`config.mk`:
```
export PLATFORM = sky130hd
export DESIGN_NAME = dct_transpose_ctrl
export DESIGN_NICKNAME = d
export VERILOG_FILES = /design/src/rtl/dct_pkg.sv /design/src/rtl/dct_onehot_dec.sv /design/src/rtl/dct_transpose_ctrl.sv
export SDC_FILE = /design/constraint.sdc
export NUM_CORES = 1
export LEC_CHECK = 0
export CAP_MARGIN = 20
export CORE_AREA = 3 3 60 48
export DETAILED_ROUTE_END_ITERATION = 7
export DIE_AREA = 0 0 63 51
export GPL_ROUTABILITY_DRIVEN = 1
export GPL_TIMING_DRIVEN = 0
export HOLD_SLACK_MARGIN = 0.08
export PLACE_DENSITY = 0.9
export SLEW_MARGIN = 0
export SYNTH_ARGS = -nofsm -noshare
export SYNTH_HDL_FRONTEND = slang
export SYNTH_SLANG_ARGS = --single-unit
```
`constraint.sdc`:
```
create_clock -name clk -period 3.5 [get_ports clk]
set_input_delay 0.35 -clock clk [delete_from_list [all_inputs] [get_ports clk]]
set_output_delay 0.35 -clock clk [all_outputs]
set_load 0.02 [all_outputs]
```
`src/rtl/dct_pkg.sv`:
```
// Shared constants and FSM state encoding for the DCT transpose controller.
package dct_pkg;

    // Columns (and rows) per transpose block.
    localparam int DCT_N     = 8;
    localparam int DCT_IDX_W = $clog2(DCT_N);

    // Two-state sequencer: FILL writes columns into the bank, DRAIN reads rows out.
    typedef logic [0:0] state_t;
    localparam state_t FILL  = 1'b0;
    localparam state_t DRAIN = 1'b1;

endpackage

```
`src/rtl/dct_onehot_dec.sv`:
```
// Enabled binary-to-one-hot decoder that selects one column of the stage-2 bank.
module dct_onehot_dec
    import dct_pkg::*;
#(
    parameter int N = DCT_N
) (
    input  logic                 en_i,
    input  logic [$clog2(N)-1:0] sel_i,
    output logic [N-1:0]         onehot_o
);

    // Drive the selected bit only when enabled; all-zero otherwise.
    always_comb begin
        // NOTE: default every combinational output first so no path leaves it unassigned (no latch).
        onehot_o = '0;
        if (en_i) begin
            onehot_o[sel_i] = 1'b1;
        end
    end

endmodule

```
`src/rtl/dct_transpose_ctrl.sv`:
```
// Sequencer for the stage-2 transpose flip-flop bank: fills eight columns,
// then presents eight rows to stage 3, counting completed blocks.
module dct_transpose_ctrl
    import dct_pkg::*;
#(
    parameter int N     = DCT_N,
    parameter int CNT_W = 16
) (
    input  logic             clk,
    input  logic             rst,
    input  logic             flush,
    input  logic             in_valid,
    output logic             in_ready,
    output logic [N-1:0]     wr_en,
    output logic             out_valid,
    input  logic             out_ready,
    output logic [2:0]       out_row,
    output logic             out_last,
    output logic [CNT_W-1:0] blk_cnt
);

    state_t                  state_q, state_d;
    logic [DCT_IDX_W-1:0]    col_cnt_q, col_cnt_d;
    logic [DCT_IDX_W-1:0]    row_cnt_q, row_cnt_d;
    logic [CNT_W-1:0]        blk_cnt_q, blk_cnt_d;
    logic                    col_acc;
    logic                    row_acc;

    localparam logic [DCT_IDX_W-1:0] LAST_IDX = DCT_IDX_W'(DCT_N - 1);

    // Handshake outputs; a flush cycle blocks both sides of the bank.
    always_comb begin
        in_ready  = (state_q == FILL)  && !flush;
        out_valid = (state_q == DRAIN) && !flush;
        col_acc   = in_valid && in_ready;
        row_acc   = out_valid && out_ready;
        out_row   = row_cnt_q;
        out_last  = out_valid && (row_cnt_q == LAST_IDX);
        blk_cnt   = blk_cnt_q;
    end

    // Column write strobe: one-hot on the current column, only on acceptance.
    dct_onehot_dec #(
        .N (N)
    ) u_wr_dec (
        .en_i     (col_acc),
        .sel_i    (col_cnt_q),
        .onehot_o (wr_en)
    );

    // Next-state logic: flush first, then column acceptance, then row acceptance.
    always_comb begin
        state_d   = state_q;
        col_cnt_d = col_cnt_q;
        row_cnt_d = row_cnt_q;
        blk_cnt_d = blk_cnt_q;
        if (flush) begin
            state_d   = FILL;
            col_cnt_d = '0;
            row_cnt_d = '0;
        end else if (col_acc) begin
            if (col_cnt_q == LAST_IDX) begin
                // Last column lands at this edge, so DRAIN starts on a full bank.
                state_d   = DRAIN;
                col_cnt_d = '0;
                row_cnt_d = '0;
            end else begin
                col_cnt_d = col_cnt_q + 1'b1;
            end
        end else if (row_acc) begin
            if (row_cnt_q == LAST_IDX) begin
                state_d   = FILL;
                row_cnt_d = '0;
                blk_cnt_d = blk_cnt_q + CNT_W'(1);
            end else begin
                row_cnt_d = row_cnt_q + 1'b1;
            end
        end
    end

    // State registers with synchronous active-low reset; reset outranks flush.
    always_ff @(posedge clk) begin
        // NOTE: sequential state uses non-blocking assignments so all registers update together.
        if (!rst) begin
            state_q   <= FILL;
            col_cnt_q <= '0;
            row_cnt_q <= '0;
            blk_cnt_q <= '0;
        end else begin
            state_q   <= state_d;
            col_cnt_q <= col_cnt_d;
            row_cnt_q <= row_cnt_d;
            blk_cnt_q <= blk_cnt_d;
        end
    end

endmodule
```
==> impl_metrics.yaml, run 1 <==
run_status:
  status: "complete, no violations"
setup_path:
  timing.rr.start: "out_row[0]"
  crit_fanout: 5
  crit_type: "primary input to primary output"
  reg2reg_to: "blk_cnt[7]"
  critPathLaunchType: "primary input"
  reg2reg_depth: 7
  r2r_setup_slack_ns: 1.57
  end_kind: "primary output"
  critPathArrivalTime_ns: 2.40
  required_ns: 3.15
place:
  port-buffer-count: 34
  dp_hpwl_um: 2170
  gp_congestion: 0.857
  place_area_um2: 1510
grt:
  grt_pass1_vias: 1066
  antenna_found_initial: 0
  overflow: 0
  grt_max_degree: 13
  track_usage_pct: 18.0
  grt_pass1_wl_um: 4620
sta:
  tightest_slew_ns: 0.623
  setup_tns_ns: 0
  fmax_ghz: 0.364
  rsz0062_at_grt: "false"
  drv_slew: 0
  skew_ns: 0.00231
  fin_crit_sh_pct: 78.5
  setup_viol: 0
  timing_hold_violations_final: 0
  layout_min_cycle_time_ns: 2.75
  relSlewSlack_pct: 58.4
power_and_ir_drop:
  seqPwrFrac_pct: 64.3
  switching_share_pct: 22.9
  clkPwrFrac_pct: 30.4
  comb_power_share_pct: 5.2
  ir_drop_mv: 0.190
  p_int_uw: 315
  p_leak_nw: 0.538
  power_density_nw_per_um2: 266
  p_switching_uw: 93.5
floorplan:
  die_w_um: 63
  dieArea_um2: 3210
  core_um2: 2310
  io_pins: 35
  fp-row-count: 15
  start_util_pct: 48.9
  dieHeight_um: 51
clock_network:
  cts_tree: "built"
  cts_setup_buffers: 0
  cts_made_buffers: 3
  clk_latency_ns: 0.31
  ctsHoldBuffers: 0
  cts_root_buf: "clkbuf_4"
  clk_pin_slew_ns: 0.12
  cts_buffer_depth: 2
  htreeDepth: 1
  cts_sinks: 23
  cts_resized: 0
yosys:
  yosys.area.top_type: "dfxtp_1"
  ys_async_sr_fraction_pct: 0
  synth_edf_count: 0
  syn-cell-area_um2: 1130
  synth_top_cell_area_share_pct: 40.8
  synth_area_leaders: "dfxtp_1, ha_1, a21oi_1"
  synthTopCellsByCount: "dfxtp_1, nand2_1, nor2_1"
  ys_ff_latch: 23
  syn_inst: 135
  synth_cell_types: 29
  yosysMostFrequentCell: "dfxtp_1"
  yosys_warnings: 0
  syn_nets: 145
  syn_area_per_cell_um2: 8.36
  synth_sequential_area_ratio_pct: 40.8
  synthFlopType: "dfxtp_1"
worst_hold_path:
  min_path_type: "register to register"
  holdPathEnd: "blk_cnt[9]"
  hold_path_startpoint: "blk_cnt[9]"
  holdPathStages: 2
flow_run:
  maxCapViolations: 0
drt:
  first_iter_violations: 32
  wl_per_cell_um: 13.7
  dr.pass1.iters: 4
  route.detailed.drc: 0
  vias_per_cell: 5.47
  num_vias: 1133
  routed_wl_um: 2830
  ant_nets: 0
final_layout:
  multi_input_area_um2: 641
  syn2layout_area_growth_pct: 36.3
  regArea_um2: 460
  nFillCells: 186
  fin_area_um2: 1540
  drive_gt1_share_pct: 4.05
  diodes: 0
  finalNetCount: 184
## how the worst max path moves through the flow
| stage | start | endpoint | slack, ns | cells past startpoint |
|---|---|---|---|---|
| 6_report | flush | wr_en[4] | 0.75 | 5 |
| 5_1_grt | flush | wr_en[4] | 0.55 | 5 |
| 4_1_cts | flush | wr_en[4] | 0.76 | 5 |
| 3_5_place_dp | flush | wr_en[4] | 0.75 | 5 |
| 3_3_place_gp | flush | wr_en[4] | 0.84 | 5 |
| 2_1_floorplan | flush | wr_en[0] | 1.60 | 3 |
## cell usage in the layout, fill, tap and decap left out, types with 2 or more instances in the layout
cell,n
ha_1,5
and4_1,2
o21ai_0,7
xnor2_1,2
clkbuf_4,3
nand2b_1,3
inv_1,2
clkbuf_1,2
dfxtp_1,23
and2_1,3
nor2_1,14
clkdlybuf4s50_1,34
xor2_1,5
nor3_1,5
nand3_1,8
or4_1,3
nand4_1,6
a21oi_1,12
or3_1,7
nand2_1,16
## kinds of logic after synthesis
logic type,after synthesis,share of synthesized area (%)
AO/OA/AOI/OAI,20,9.09
buffers and inverters,5,2.44
flip-flops,23,40.8
multiplexers,1,0.887
XOR/XNOR,7,5.43
AND/OR/NAND/NOR,74,35.8
adder cells (fa/ha/maj),5,5.54
## registers in the layout (all words and copies together), names as in the netlist
register	count
blk_cnt	16
col_cnt_q	3
out_row	3
state_q	1
## metal layers
| metal | GRT usage (%) | up-vias | wire, um |
|---|---|---|---|
| met4 | 6.96 | 0 | 10 |
| met1 | 21.8 | 534 | 1240 |
| met5 | 0 | - | 0 |
| met3 | 4.84 | 2 | 160 |
| li1 | - | 561 | - |
| met2 | 30.8 | 36 | 1420 |
## area by class of cell
cell class	instances	area share (%)
Multi-Input combinational cell	107	41.7
Tap cell	34	2.77
Clock buffer	4	1.71
Inverter	2	0.488
Sequential cell	23	29.9
Timing Repair Buffer	34	22.1
Buffer	3	1.30
## power by group through the flow
stage	clock, mW	sequential [mW]	combinational, mW
after floorplan	0	0.269	0.00941
after global placement	0	0.269	0.0203
after detailed placement	0	0.269	0.0214
after CTS	0.127	0.263	0.0213
after global routing	0.139	0.263	0.0233
final	0.124	0.263	0.0213
## stage by stage
step / power (mW) / setup slack (ns) / hold WS (ns) / util, % / std cells
global route: 0.425 / 0.547 / 0.520 / 66.6 / 207
finish: 0.409 / 0.754 / 0.492 / 66.6 / 207
global placement: 0.289 / 0.837 / 0.466 / 65.5 / 203
CTS: 0.411 / 0.758 / 0.498 / 66.6 / 207
detailed placement: 0.290 / 0.749 / 0.479 / 65.5 / 203
floorplan: 0.278 / 1.60 / 0.490 / - / 135
## critical path, stage by stage
cell and delay (ns):
clkdlybuf4s50_1 0.48, nor3b_1 0.55, nand2_1 0.22, nor3_1 0.17
clkdlybuf4s50_1 0.63
No activity file was read; power rests on OpenSTA's default activity.
==> run 2, diff against run 1 <==
Settings changed: CORE_AREA 3 3 60 48 to 3 3 65 52, DIE_AREA 0 0 63 51 to 0 0 68 55, PLACE_DENSITY 0.9 to 0.81.
Clock period 3.5 ns to 2.5 ns, I/O delays scaled along.
==> impl_metrics.yaml, run 2 (same netlist as run 1, synthesis figures left out) <==
floorplan:
  dieArea_um2: 3740
  io_pins: 35
  fp-row-count: 17
  die_w_um: 68
  core_um2: 2850
  start_util_pct: 39.6
  dieHeight_um: 55
grt:
  grt_pass1_vias: 1061
  overflow: 0
  track_usage_pct: 16.8
  grt_pass1_wl_um: 4750
  grt_max_degree: 13
  antenna_found_initial: 0
setup_path:
  timing.rr.start: "out_row[0]"
  path_cells: "clkdlybuf4s50_1 -> nor3b_2 -> nand2_1 -> nor3_1 -> clkdlybuf4s50_1"
  reg2reg_depth: 7
  reg2reg_to: "blk_cnt[9]"
  r2r_setup_slack_ns: 0.58
  crit_fanout: 5
  crit_type: "primary input to primary output"
  crit_top_cell: "clkdlybuf4s50_1"
  end_kind: "primary output"
  worst_path_max_delay_cell: "clkdlybuf4s50_1"
  max_stage_delay_ns: 0.64
  critPathLaunchType: "primary input"
  required_ns: 2.25
  critPathArrivalTime_ns: 2.06
final_layout:
  fin_area_um2: 1570
  diodes: 0
  regArea_um2: 460
  mostFrequentLayoutCell: "clkdlybuf4s50_1"
  syn2layout_area_growth_pct: 38.8
  finalNetCount: 184
  multi_input_area_um2: 646
  largest_reg_flops: 16
  nFillCells: 258
  drive_gt1_share_pct: 4.62
  layout_common_cells: "clkdlybuf4s50_1, dfxtp_1, nand2_1"
  stdcell_count: 211
  fin_util_pct: 55.0
drt:
  num_vias: 1165
  wl_per_cell_um: 13.4
  dr.pass1.iters: 4
  route.detailed.drc: 0
  vias_per_cell: 5.52
  first_iter_violations: 58
  routed_wl_um: 2820
  ant_nets: 0
flow_run:
  maxCapViolations: 0
sta:
  skew_ns: 0.00265
  fmax_ghz: 0.433
  rsz0062_at_grt: "false"
  layout_setup_ws_ns: 0.191
  relSlewSlack_pct: 68.1
  layout_min_cycle_time_ns: 2.31
  drv_slew: 0
  fin_crit_sh_pct: 92.4
  holdWs_ns: 0.497
  setup_tns_ns: 0
  setup_viol: 0
  timing_hold_violations_final: 0
  tightest_slew_ns: 0.479
place:
  port-buffer-count: 34
  gp_congestion: 0.838
  place_area_um2: 1520
  dp_hpwl_um: 2080
  dp_slack_ns: 0.0136
  dp.cells: 207
clock_network:
  cts_buffer_depth: 2
  htreeDepth: 1
  cts_sinks: 23
  cts_setup_buffers: 0
  clk_latency_ns: 0.26
  cts_made_buffers: 3
  cts_root_buf: "clkbuf_8"
  clk_pin_slew_ns: 0.08
  cts_tree: "built"
worst_hold_path:
  holdPathEnd: "blk_cnt[9]"
  holdPathStages: 2
  min_path_type: "register to register"
  hold_path_startpoint: "blk_cnt[9]"
power_and_ir_drop:
  ir_drop_mv: 0.279
  total_power_uw: 627
  p_leak_nw: 0.548
  power_density_nw_per_um2: 400
run_status:
  status: "complete, no violations"
[run 2: cell counts in the layout (fill, tap and decap cells not counted)]
No cell type changed its count.
[run 2: repair_timing]
| action | 4_1_cts | 5_1_grt |
|---|---|---|
| gates resized for setup | 0 | 1 |
| setup endpoints to repair | 0 | 4 |
| hold buffers | 0 | 0 |
[run 2: area by class of cell]
cell class	instances	area share, %
multi-input combinational	107	41.2
inverter	2	0.479
sequential	23	29.4
clock buffer	4	2.88
timing repair buffer	34	21.7
buffer	3	1.28
tap	38	3.04
[run 2: routing by layer]
metal	GRT usage [%]	vias to the layer above	wire length, um
li1	-	564	-
met1	21.2	565	1230
met2	29.4	32	1420
met3	3.64	4	145
met4	3.63	0	27
met5	0	-	0
[run 2: how the worst max path moves through the flow]
stage	from	to	slack, ns	depth (start not counted)
floorplan	out_row[0]	blk_cnt[9]	0.63	7
global placement	flush	wr_en[4]	0.04	5
detailed placement	flush	wr_en[4]	0.01	5
CTS	flush	wr_en[4]	0.006	5
global route	flush	wr_en[4]	0.06	5
finish	flush	wr_en[4]	0.19	5
[run 2: power by group]
part	internal (mW)	total [mW]	switching [mW]	leakage, nW
Combinational	0.0124	0.0296	0.0172	0.340
Clock	0.114	0.230	0.116	0.0228
Sequential	0.367	0.368	0.00115	0.185
[run 2: worst max-delay path, delay by kind of cell]
kind                   cells  cell delay, ns
buffers and inverters      2            1.14
and+or+nand+nor            3            0.67
